--- src/rtl/omsp_spm_mgr_pkg.sv ---
// omsp_spm_mgr_pkg: shared defaults, FSM encodings and range helpers for the protected-module manager
package omsp_spm_mgr_pkg;
    localparam int NB_SPMS_DEF = 4;
    localparam int ID_W_DEF    = 16;
    localparam logic [1:0] ST_IDLE   = 2'd0;
    localparam logic [1:0] ST_SCAN   = 2'd1;
    localparam logic [1:0] ST_COMMIT = 2'd2;
    localparam logic [1:0] ST_RESP   = 2'd3;
    // Scan index width; a single slot still needs a one-bit index register
    function automatic int idx_w(input int n);
        return (n > 1) ? $clog2(n) : 1;
    endfunction
    // Half-open ranges [a_s, a_e) and [b_s, b_e) share at least one address
    function automatic logic ranges_overlap(input logic [15:0] a_s, input logic [15:0] a_e,
                                            input logic [15:0] b_s, input logic [15:0] b_e);
        return (a_s < b_e) && (b_s < a_e);
    endfunction
endpackage

--- src/rtl/omsp_spm_slot.sv ---
// omsp_spm_slot: one protected-module slot holding its layout, with access, PC and overlap checks
module omsp_spm_slot
    import omsp_spm_mgr_pkg::*;
#(
    parameter int ID_W          = ID_W_DEF,
    parameter bit PROTECT_READS = 1'b1
) (
    input  logic            clk,
    input  logic            rst,
    input  logic            wr_en_i,
    input  logic            clr_en_i,
    input  logic [15:0]     req_pub_s_i,
    input  logic [15:0]     req_pub_e_i,
    input  logic [15:0]     req_sec_s_i,
    input  logic [15:0]     req_sec_e_i,
    input  logic [ID_W-1:0] req_id_i,
    input  logic [15:0]     cur_pc_i,
    input  logic [15:0]     eu_mab_i,
    input  logic            eu_mb_en_i,
    input  logic [1:0]      eu_mb_wr_i,
    output logic            en_o,
    output logic [ID_W-1:0] id_o,
    output logic            hit_o,
    output logic            pc_in_pub_o,
    output logic            ovl_o
);
    logic            en_q;
    logic [15:0]     pub_s_q, pub_e_q, sec_s_q, sec_e_q;
    logic [ID_W-1:0] id_q;

    // Layout loads on commit; destroy drops only the enable
    always_ff @(posedge clk or posedge rst) begin
        if (rst) begin
            en_q    <= 1'b0;
            pub_s_q <= '0;
            pub_e_q <= '0;
            sec_s_q <= '0;
            sec_e_q <= '0;
            id_q    <= '0;
        end else if (wr_en_i) begin
            en_q    <= 1'b1;
            pub_s_q <= req_pub_s_i;
            pub_e_q <= req_pub_e_i;
            sec_s_q <= req_sec_s_i;
            sec_e_q <= req_sec_e_i;
            id_q    <= req_id_i;
        end else if (clr_en_i) begin
            en_q <= 1'b0;
        end
    end

    assign en_o        = en_q;
    assign id_o        = id_q;
    assign pc_in_pub_o = (cur_pc_i >= pub_s_q) && (cur_pc_i < pub_e_q);
    assign hit_o       = en_q && eu_mb_en_i && (eu_mab_i >= sec_s_q) && (eu_mab_i < sec_e_q)
                         && (PROTECT_READS || (eu_mb_wr_i != 2'b00)) && !pc_in_pub_o;
    assign ovl_o       = en_q && (ranges_overlap(req_pub_s_i, req_pub_e_i, pub_s_q, pub_e_q)
                               || ranges_overlap(req_pub_s_i, req_pub_e_i, sec_s_q, sec_e_q)
                               || ranges_overlap(req_sec_s_i, req_sec_e_i, pub_s_q, pub_e_q)
                               || ranges_overlap(req_sec_s_i, req_sec_e_i, sec_s_q, sec_e_q));
endmodule

--- src/rtl/omsp_spm_mgr.sv ---
// omsp_spm_mgr: Sancus protected-module manager with handshaked create/destroy FSM and access checking
module omsp_spm_mgr
    import omsp_spm_mgr_pkg::*;
#(
    parameter int NB_SPMS       = NB_SPMS_DEF,
    parameter int ID_W          = ID_W_DEF,
    parameter bit PROTECT_READS = 1'b1
) (
    input  logic               mclk,
    input  logic               puc_rst,
    input  logic [15:0]        pc,
    input  logic               decode,
    input  logic [15:0]        eu_mab,
    input  logic               eu_mb_en,
    input  logic [1:0]         eu_mb_wr,
    input  logic               req_valid,
    input  logic               req_enable,
    input  logic [15:0]        r12,
    input  logic [15:0]        r13,
    input  logic [15:0]        r14,
    input  logic [15:0]        r15,
    output logic               req_busy,
    output logic               rsp_valid,
    output logic               rsp_ok,
    output logic [ID_W-1:0]    rsp_id,
    output logic [NB_SPMS-1:0] spm_enabled,
    output logic               violation,
    output logic [3:0]         violation_slot,
    output logic [15:0]        violation_addr,
    output logic               viol_sticky,
    input  logic               viol_clr
);
    localparam int IW = idx_w(NB_SPMS);

    logic [1:0]         state_q, state_d;
    logic [IW-1:0]      idx_q, idx_d;
    logic [ID_W-1:0]    id_cnt_q, rsp_id_q, rsp_id_d, dst_id;
    logic               rsp_ok_q, rsp_ok_d;
    logic [15:0]        cur_pc_q, pub_s_q, pub_e_q, sec_s_q, sec_e_q;
    logic [NB_SPMS-1:0] hit, pin, ovl, free_oh, dst_oh;
    logic [ID_W-1:0]    ids [NB_SPMS];
    logic               free_any, dst_found, create_acc, destroy_acc, pre_bad;
    logic               viol_q, viol_sticky_q;
    logic [3:0]         hit_idx, viol_slot_q;
    logic [15:0]        viol_addr_q;

    assign create_acc  = (state_q == ST_IDLE) && req_valid && req_enable;
    assign destroy_acc = (state_q == ST_IDLE) && req_valid && !req_enable;
    assign pre_bad     = (r12 >= r13) || (r14 >= r15) || ranges_overlap(r12, r13, r14, r15)
                         || !free_any || (id_cnt_q == '0);

    genvar g;
    generate
        for (g = 0; g < NB_SPMS; g++) begin : g_slot
            omsp_spm_slot #(.ID_W(ID_W), .PROTECT_READS(PROTECT_READS)) u_slot (
                .clk         (mclk),
                .rst         (puc_rst),
                .wr_en_i     ((state_q == ST_COMMIT) && free_oh[g]),
                .clr_en_i    (destroy_acc && dst_oh[g]),
                .req_pub_s_i (pub_s_q),
                .req_pub_e_i (pub_e_q),
                .req_sec_s_i (sec_s_q),
                .req_sec_e_i (sec_e_q),
                .req_id_i    (id_cnt_q),
                .cur_pc_i    (cur_pc_q),
                .eu_mab_i    (eu_mab),
                .eu_mb_en_i  (eu_mb_en),
                .eu_mb_wr_i  (eu_mb_wr),
                .en_o        (spm_enabled[g]),
                .id_o        (ids[g]),
                .hit_o       (hit[g]),
                .pc_in_pub_o (pin[g]),
                .ovl_o       (ovl[g])
            );
        end
    endgenerate

    // Lowest-index priority: first free slot, destroy target and violating slot
    always_comb begin
        free_oh   = '0;
        free_any  = 1'b0;
        dst_oh    = '0;
        dst_found = 1'b0;
        dst_id    = '0;
        hit_idx   = '0;
        for (int i = NB_SPMS - 1; i >= 0; i--) begin
            if (!spm_enabled[i]) begin
                free_oh    = '0;
                free_oh[i] = 1'b1;
                free_any   = 1'b1;
            end
            if (spm_enabled[i] && pin[i]) begin
                dst_oh    = '0;
                dst_oh[i] = 1'b1;
                dst_found = 1'b1;
                dst_id    = ids[i];
            end
            if (hit[i]) hit_idx = 4'(i);
        end
    end

    // Request FSM next state; response fields are only non-zero while in RESP
    always_comb begin
        state_d  = state_q;
        idx_d    = idx_q;
        rsp_ok_d = rsp_ok_q;
        rsp_id_d = rsp_id_q;
        case (state_q)
            ST_IDLE: begin
                if (req_valid && req_enable && !pre_bad) begin
                    state_d = ST_SCAN;
                    idx_d   = '0;
                end else if (req_valid) begin
                    state_d  = ST_RESP;
                    rsp_ok_d = !req_enable && dst_found;
                    rsp_id_d = req_enable ? '0 : dst_id;
                end
            end
            ST_SCAN: begin
                if (ovl[idx_q]) state_d = ST_RESP;
                else if (idx_q == IW'(NB_SPMS - 1)) state_d = ST_COMMIT;
                else idx_d = idx_q + IW'(1);
            end
            ST_COMMIT: begin
                state_d  = ST_RESP;
                rsp_ok_d = 1'b1;
                rsp_id_d = id_cnt_q;
            end
            default: begin
                state_d  = ST_IDLE;
                rsp_ok_d = 1'b0;
                rsp_id_d = '0;
            end
        endcase
    end

    // FSM, response and ID counter; the counter wrapping to zero marks exhaustion
    always_ff @(posedge mclk or posedge puc_rst) begin
        if (puc_rst) begin
            state_q  <= ST_IDLE;
            idx_q    <= '0;
            rsp_ok_q <= 1'b0;
            rsp_id_q <= '0;
            id_cnt_q <= ID_W'(1);
        end else begin
            state_q  <= state_d;
            idx_q    <= idx_d;
            rsp_ok_q <= rsp_ok_d;
            rsp_id_q <= rsp_id_d;
            if (state_q == ST_COMMIT) id_cnt_q <= id_cnt_q + ID_W'(1);
        end
    end

    // Current PC follows decode strobes; create ranges are captured at accept
    always_ff @(posedge mclk or posedge puc_rst) begin
        if (puc_rst) begin
            cur_pc_q <= '0;
            pub_s_q  <= '0;
            pub_e_q  <= '0;
            sec_s_q  <= '0;
            sec_e_q  <= '0;
        end else begin
            if (decode) cur_pc_q <= pc;
            if (create_acc) begin
                pub_s_q <= r12;
                pub_e_q <= r13;
                sec_s_q <= r14;
                sec_e_q <= r15;
            end
        end
    end

    // Registered violation report; slot and address hold until the next hit, set beats clear
    always_ff @(posedge mclk or posedge puc_rst) begin
        if (puc_rst) begin
            viol_q        <= 1'b0;
            viol_slot_q   <= '0;
            viol_addr_q   <= '0;
            viol_sticky_q <= 1'b0;
        end else begin
            viol_q        <= |hit;
            viol_sticky_q <= (|hit) || (viol_sticky_q && !viol_clr);
            if (|hit) begin
                viol_slot_q <= hit_idx;
                viol_addr_q <= eu_mab;
            end
        end
    end

    assign req_busy       = (state_q != ST_IDLE);
    assign rsp_valid      = (state_q == ST_RESP);
    assign rsp_ok         = rsp_ok_q;
    assign rsp_id         = rsp_id_q;
    assign violation      = viol_q;
    assign violation_slot = viol_slot_q;
    assign violation_addr = viol_addr_q;
    assign viol_sticky    = viol_sticky_q;
endmodule
--- config.mk ---
export PLATFORM = sky130hd
export DESIGN_NAME = omsp_spm_mgr
export DESIGN_NICKNAME = d
export VERILOG_FILES = /design/src/rtl/omsp_spm_mgr_pkg.sv /design/src/rtl/omsp_spm_slot.sv /design/src/rtl/omsp_spm_mgr.sv
export SDC_FILE = /design/constraint.sdc
export NUM_CORES = 2
export LEC_CHECK = 0
export CORE_ASPECT_RATIO = 0.8
export CORE_MARGIN = 3
export CORE_UTILIZATION = 50
export DETAILED_ROUTE_END_ITERATION = 10
export GPL_TIMING_DRIVEN = 0
export PLACE_DENSITY = 0.71
export SLEW_MARGIN = 30
export SYNTH_ARGS = -nofsm -noshare
export SYNTH_HDL_FRONTEND = slang
export SYNTH_SLANG_ARGS = --single-unit
--- constraint.sdc ---
create_clock -name mclk -period 16.98 [get_ports mclk]
set_input_delay 1.698 -clock mclk [delete_from_list [all_inputs] [get_ports mclk]]
set_output_delay 1.698 -clock mclk [all_outputs]
set_load 0.05 [all_outputs]
# Word-level counts from Yosys, hierarchy flattened
# Cells that the tools add are included.
[totals]
regBits = 463
input_bits = 105
[classes]
bitwise_logic = 1
add_sub_neg = 2
n_mux = 50
eq_ne = 11
order_cmp = 53
reduce_logical = 97
[ops]
columns = ["op", "count"]
rows = [
  ["$lt A16 B16 Y1", 42],
  ["$ge A16 B16 Y1", 10],
  ["$mux W16", 7],
  ["$logic_and A1 B1 Y1", 60],
  ["$pmux W16 S3", 1],
  ["$mux W4", 11],
  ["$mux W1", 19],
  ["$logic_or A1 B1 Y1", 17],
  ["$add A16 B1 Y16 const B", 1],
  ["$logic_not A16 Y1", 1],
  ["$mux W2", 8],
  ["$reduce_bool A2 Y1", 6],
  ["$logic_not A1 Y1", 8],
  ["$ne A2 B2 Y1 const B", 4],
  ["$eq A2 B2 Y1 const B", 3],
  ["$pmux W2 S3", 1],
  ["$pmux W2 S2", 1],
  ["$reduce_and A4 Y1", 1],
  ["$reduce_or A4 Y1", 1],
  ["$lt A2 B3 Y1 const B", 1],
  ["$ne A3 B2 Y1 const B", 1],
  ["$ne A3 B3 Y1 const B", 1],
  ["$pmux W1 S3", 1],
  ["$reduce_and A3 Y1", 1],
  ["7 further kinds", 7],
]

# Logic depth before layout (Yosys ltp)
[logic_depth]
ltp_word = 11
mapped_depth = 14
ltp_nobuf = 12

# Hierarchy
# Synthesis repeated with hierarchy kept, for this count alone.
[hier_totals]
hier_cells = 3905
hier_area_um2 = 36194.7
[modules_own_cells]
columns = ["mod", "area_each_um2", "n_inst", "cells_each"]
rows = [
  ["omsp_spm_slot at g_slot[0].u_slot ...", 7020.5, 3, 775],
  ["omsp_spm_mgr", 8095.3, 1, 800],
  ["omsp_spm_slot at g_slot[1].u_slot", 7038.0, 1, 780],
]

# Least setup slack after synthesis
# Ideal clock, no wire load.
[synth_timing]
path_type = "input to register"
from = "input port eu_mab[15]"
to = "register viol_addr_q[0], in the netlist violation_addr[0]"
arrival_time_ns = 3.946
stages = 11
required_time_ns = 16.855
path_buffers = 2
slack_ns = 12.909
cell_sequence = "ha_1 > nand4_1 > or4_1 > a21oi_1 > o221ai_1 > or3_1 > nand2_1 > or2_1 > buf_6 > buf_12 > mux2_4"
[synth_via]
elab_chain_cells = 5
word_cells_on_any_way = 21
cone_classes = "order compare (8); reduce/logical (13)"
[synth_lines]
columns = ["element", "line_no", "rtl"]
rows = [
  ["start: declaration", "omsp_spm_mgr.sv:13", "input logic [15:0] eu_mab,"],
  ["$ge A16 B16 Y1", "omsp_spm_slot.sv:55", "assign hit_o = en_q && eu_mb_en_i && (eu_mab_i >= sec_s_q) && (eu_mab_i < sec_e_q)"],
  ["$logic_and A1 B1 Y1 (2 in a row)", "omsp_spm_slot.sv:55", ""],
  ["$logic_and A1 B1 Y1", "omsp_spm_slot.sv:56", "&& (PROTECT_READS || (eu_mb_wr_i != 2'b00)) && !pc_in_pub_o;"],
  ["$reduce_or A4 Y1 *", "omsp_spm_mgr.sv:183", "if (|hit) begin"],
  ["end signal: assignment", "omsp_spm_mgr.sv:185", "viol_addr_q <= eu_mab;"],
  ["end: declaration", "omsp_spm_mgr.sv:45", "logic [15:0] viol_addr_q;"],
]
# Every way passes the cells marked *; elsewhere a longest branch is shown, timed or not.
# A chain may end at the register's enable or synchronous reset.

# Worst setup path after layout
[layout_timing]
from = "input port eu_mab[14]"
to = "register viol_addr_q[7], in the netlist violation_addr[7]"
# Same word-level chain as after synthesis.

==> summary.txt <==
Yosys
  – Cell taking the most area after synthesis: dfrtp_1
  – Synth Area per Inst: a little under 10 um^2
  – Most frequent cell after synthesis: ha_1
  – Yosys warnings: 0
  – Seq cells post-synth: roughly 460
  – Asr flop ratio synth: 100.0%
  – Unique masters post-synth: roughly 80
  – Cell Area, Synth: 0.03534 mm^2
  – Mapped Cells: 3622
  – Post-synth top area share: between 30 and 40%
  – Leading post-synthesis cells by cell area: dfrtp_1 (33%), ha_1 (28%), mux2_2 (6.9%)
  – Top FF cell, synth: dfrtp_1
  – Sequential area share after synthesis: around a third
  – Post-synth EDFFs: 0
  – Commonest cells in the netlist: ha_1 (797), dfrtp_1 (460), o21ai_0 (342)

Power
  – Leakage: ~19 nW
  – Power per cell area: approximately 200 mW/mm^2
  – Switching share of power: roughly 49%
  – Clock power frac: about 15%
  – NetSw: about 0.0039 W
  – Cell Int Power: 0.003933 W
  – Share of power burned in registers: 29.1%
  – Overall Power: about 0.0078 W
  – Peak VDD IR: 119.1 uV
  – Logic pwr share: a little under three fifths

Floorplanning
  – Die area: 0.07393 mm^2
  – Initial core utilization: 50.92%
  – Die height: 243.8 um
  – IO Pins: 150
  – Die X: ~300 um
  – Num rows: 86
  – Core area: between 0.06 and 0.07 mm^2

Routing
  – Total number of vias: 30570
  – First-iteration detailed-routing DRC count: between 3000 and 4000
  – DRT Pass-1 Iters: 5
  – Final wirelength: roughly 120000 um
  – Post-DRT Antenna Nets: 0
  – DRC viols: 0
  – Via/cell ratio: 6.390
  – WL/cell: ~26 um

STA
  – Final setup vio count: 0
  – Period utilisation layout: roughly a third
  – Slew Viols, Final: 0
  – RSZ-0062 raised after global routing: no
  – Final hold vios: 0
  – Post-route setup slack: around 11 ns
  – Fin Hold WS: roughly 0.47 ns
  – Max Fclk: 179.3 MHz
  – Worst Max-Slew Pin Slew: 1.145 ns
  – Rel. slew slack: between 20% and 30%
  – Final Skew: approximately 0.037 ns
  – Post-layout minimum cycle time: between 5 and 6 ns

Global routing
  – Initial antenna violation count: 4
  – Number of global-route vias before repair: 29372
  – Maximum number of pins on one net before global-route repair: 94
  – Total track usage: around a third
  – First-pass GRT wire length: between 150000 and 200000 um
  – Gr ovfl total: 0

Critical path
  – Setup CP Type: primary input to flip-flop
  – Critical Path AT: 6.06 ns
  – Type of origin of the critical path: primary input
  – CP top delay family: simple AND/OR/NAND/NOR gates
  – R2R Setup Slk: approximately 12 ns
  – Reg2reg path depth: 11
  – Worst R2R Start: sec_e_q[10]$_DFFE_PP0P_
  – CP Capture Type: flip-flop
  – Buf+Inv Stages, Crit Path: 3
  – Cells along the critical path: clkdlybuf4s50_1, ha_1, nand4_1, or4_1, a21oi_1, o221ai_1, or3_1, nand2_1, or2_1, buf_6, buf_12, mux2_4
  – Critical Path RT: roughly 17 ns
  – Reg2Reg Capture Point: state_q[0]$_DFFE_PP0P_
  – Worst-path fanout max: 10
  – Critical path's slowest cell: clkdlybuf4s50_1
  – Slowest stage delay, CP: approximately 0.83 ns

Hold path
  – Hold endpoint: g_slot[1].u_slot.id_o[1]$_DFFE_PP0P_
  – Hold WC Path Type: flip-flop to flip-flop
  – Hold depth: 2
  – Hold_sp: g_slot[1].u_slot.id_o[1]$_DFFE_PP0P_

CTS
  – Clk_lat worst skew: 0.63 ns
  – Clk slew on worst S/H paths: ~0.060 ns
  – Clock buffer depth: 3
  – Resize count post-CTS: 0
  – CTS H-tree depth: 2
  – TritonCTS clock tree: yes
  – Post-CTS Setup Bufs: 0
  – CTS Sinks: about 460
  – Hold bufs inserted after CTS: 0
  – Root Driver: clkbuf_16
  – CTS Buf Count: just under 50

Place
  – Post-DP HPWL: 89160 um
  – GP Congestion: approximately 0.95
  – Port bufs: between 100 and 150
  – Post-place setup slack: approximately 11 ns
  – DP Area: roughly 0.038 mm^2

Layout
  – Utilization after layout: 57.43%
  – Area grow syn2layout: 12.79%
  – Final instance area: around 0.040 mm^2
  – Diode count: 0
  – Nets: 4725
  – Layout cells sized above 1: 9.611%

Run
  – Max-cap violations: 0

Status
  – Status: finished, final reports clean
==> final cells by class <==
cell class	instances	area (um^2)
Buffer	105	445.4
Multi-Input combinational cell	2732	22160
Clock inverter	22	327.8
Tap cell	924	1156
Timing Repair Buffer	149	1579
Fill cell	6051	29540
Clock buffer	66	1401
Sequential cell	461	11570
Inverter	325	1227
==> worst max path at each step <==
stage	slack [ns]	cells past startpoint	end	from
6_report	11.40	12	violation_addr[7]$_DFFE_PP0P_	eu_mab[14]
5_1_grt	11.38	12	violation_addr[6]$_DFFE_PP0P_	eu_mab[14]
4_1_cts	11.53	12	violation_addr[7]$_DFFE_PP0P_	eu_mab[14]
3_5_place_dp	10.90	12	violation_addr[3]$_DFFE_PP0P_	eu_mab[14]
3_3_place_gp	-3.53	2	violation_addr[12]$_DFFE_PP0P_	puc_rst
2_1_floorplan	2.43	1	cur_pc_q[0]$_DFFE_PP0P_	puc_rst
==> cell families after synthesis <==
kind of cell	after synthesis	synth area share, %
other cells	1	0.01061
xor+xnor	15	0.3717
buf+inv	430	4.702
simple gates	770	10.56
fa+ha+maj	797	28.22
compound gates	921	16.18
flops	461	32.65
mux	227	7.315
==> through the flow <==
step	instances	TNS (ns)
2_1_floorplan	3623	0
3_3_place_gp	4691	-1599.55
3_5_place_dp	4696	0
4_1_cts	4784	0
5_1_grt	4784	0
6_report	4784	0
==> worst reg2reg max path: stages (launching register included) <==
cell and delay, ns:
dfrtp_1 0.39, clkinv_1 0.85, ha_1 0.69, nand2_1 0.09, nor4_1 0.45, o21ai_0 0.43, and4_1 0.37, a21oi_1 0.15
nand4_1 0.29, o211ai_1 0.48, nor4b_1 0.12, or3_1 0.37
==> layer usage <==
metal / vias to the layer above / share of wire, % / track usage [%]
met4: 4 / 4.6 / 13.31
met2: 1741 / 39 / 45.83
met3: 302 / 13 / 8.455
met5: - / 0.022 / 0
li1: 13734 / - / -
met1: 14789 / 43 / 49.03
==> registers in the layout, indices dropped and copies added (netlist names), 4 cells and up <==
| name | count |
|---|---|
| g_slot.u_slot.pub_s_q | 64 |
| g_slot.u_slot.sec_s_q | 64 |
| id_cnt_q | 16 |
| g_slot.u_slot.pub_e_q | 64 |
| pub_e_q | 16 |
| g_slot.u_slot.en_o | 4 |
| rsp_id | 16 |
| pub_s_q | 16 |
| g_slot.u_slot.sec_e_q | 64 |
| g_slot.u_slot.id_o | 64 |
| sec_e_q | 16 |
| cur_pc_q | 16 |
| violation_addr | 16 |
| sec_s_q | 16 |
==> layout by cell type (no fill, tap or decap), drive strengths merged, types with 8 or more instances in the layout <==
cell type	synthesis	final
nor2	113	113
o211ai	22	22
clkinv	0	9
a211o	8	8
nor3	36	36
xnor2	11	11
and3	12	12
mux2	226	226
a221oi	40	40
a21oi	202	202
and4	14	14
o2111ai	12	12
ha	797	797
a2111oi	23	23
nor2b	25	25
o22ai	12	12
nand2b	36	36
nand4	102	102
clkbuf	81	147
dfrtp	460	460
buf	24	29
nand2	324	324
nor4	23	23
o21a	15	15
clkdlybuf4s50	0	144
a211oi	59	59
o21bai	9	9
inv	325	326
nand3	48	48
o21ai	350	350
a21o	120	120
==> power groups by stage <==
stage	Clock (W)	Combinational [W]	Sequential, W
after global placement	0	0.00403	0.00220
after floorplan	0	0.00287	0.00194
after global routing	0.00123	0.00485	0.00227
final	0.00118	0.00434	0.00226
after detailed placement	0	0.00419	0.00222
after CTS	0.00119	0.00422	0.00220
(Power assumes the default switching activity.)
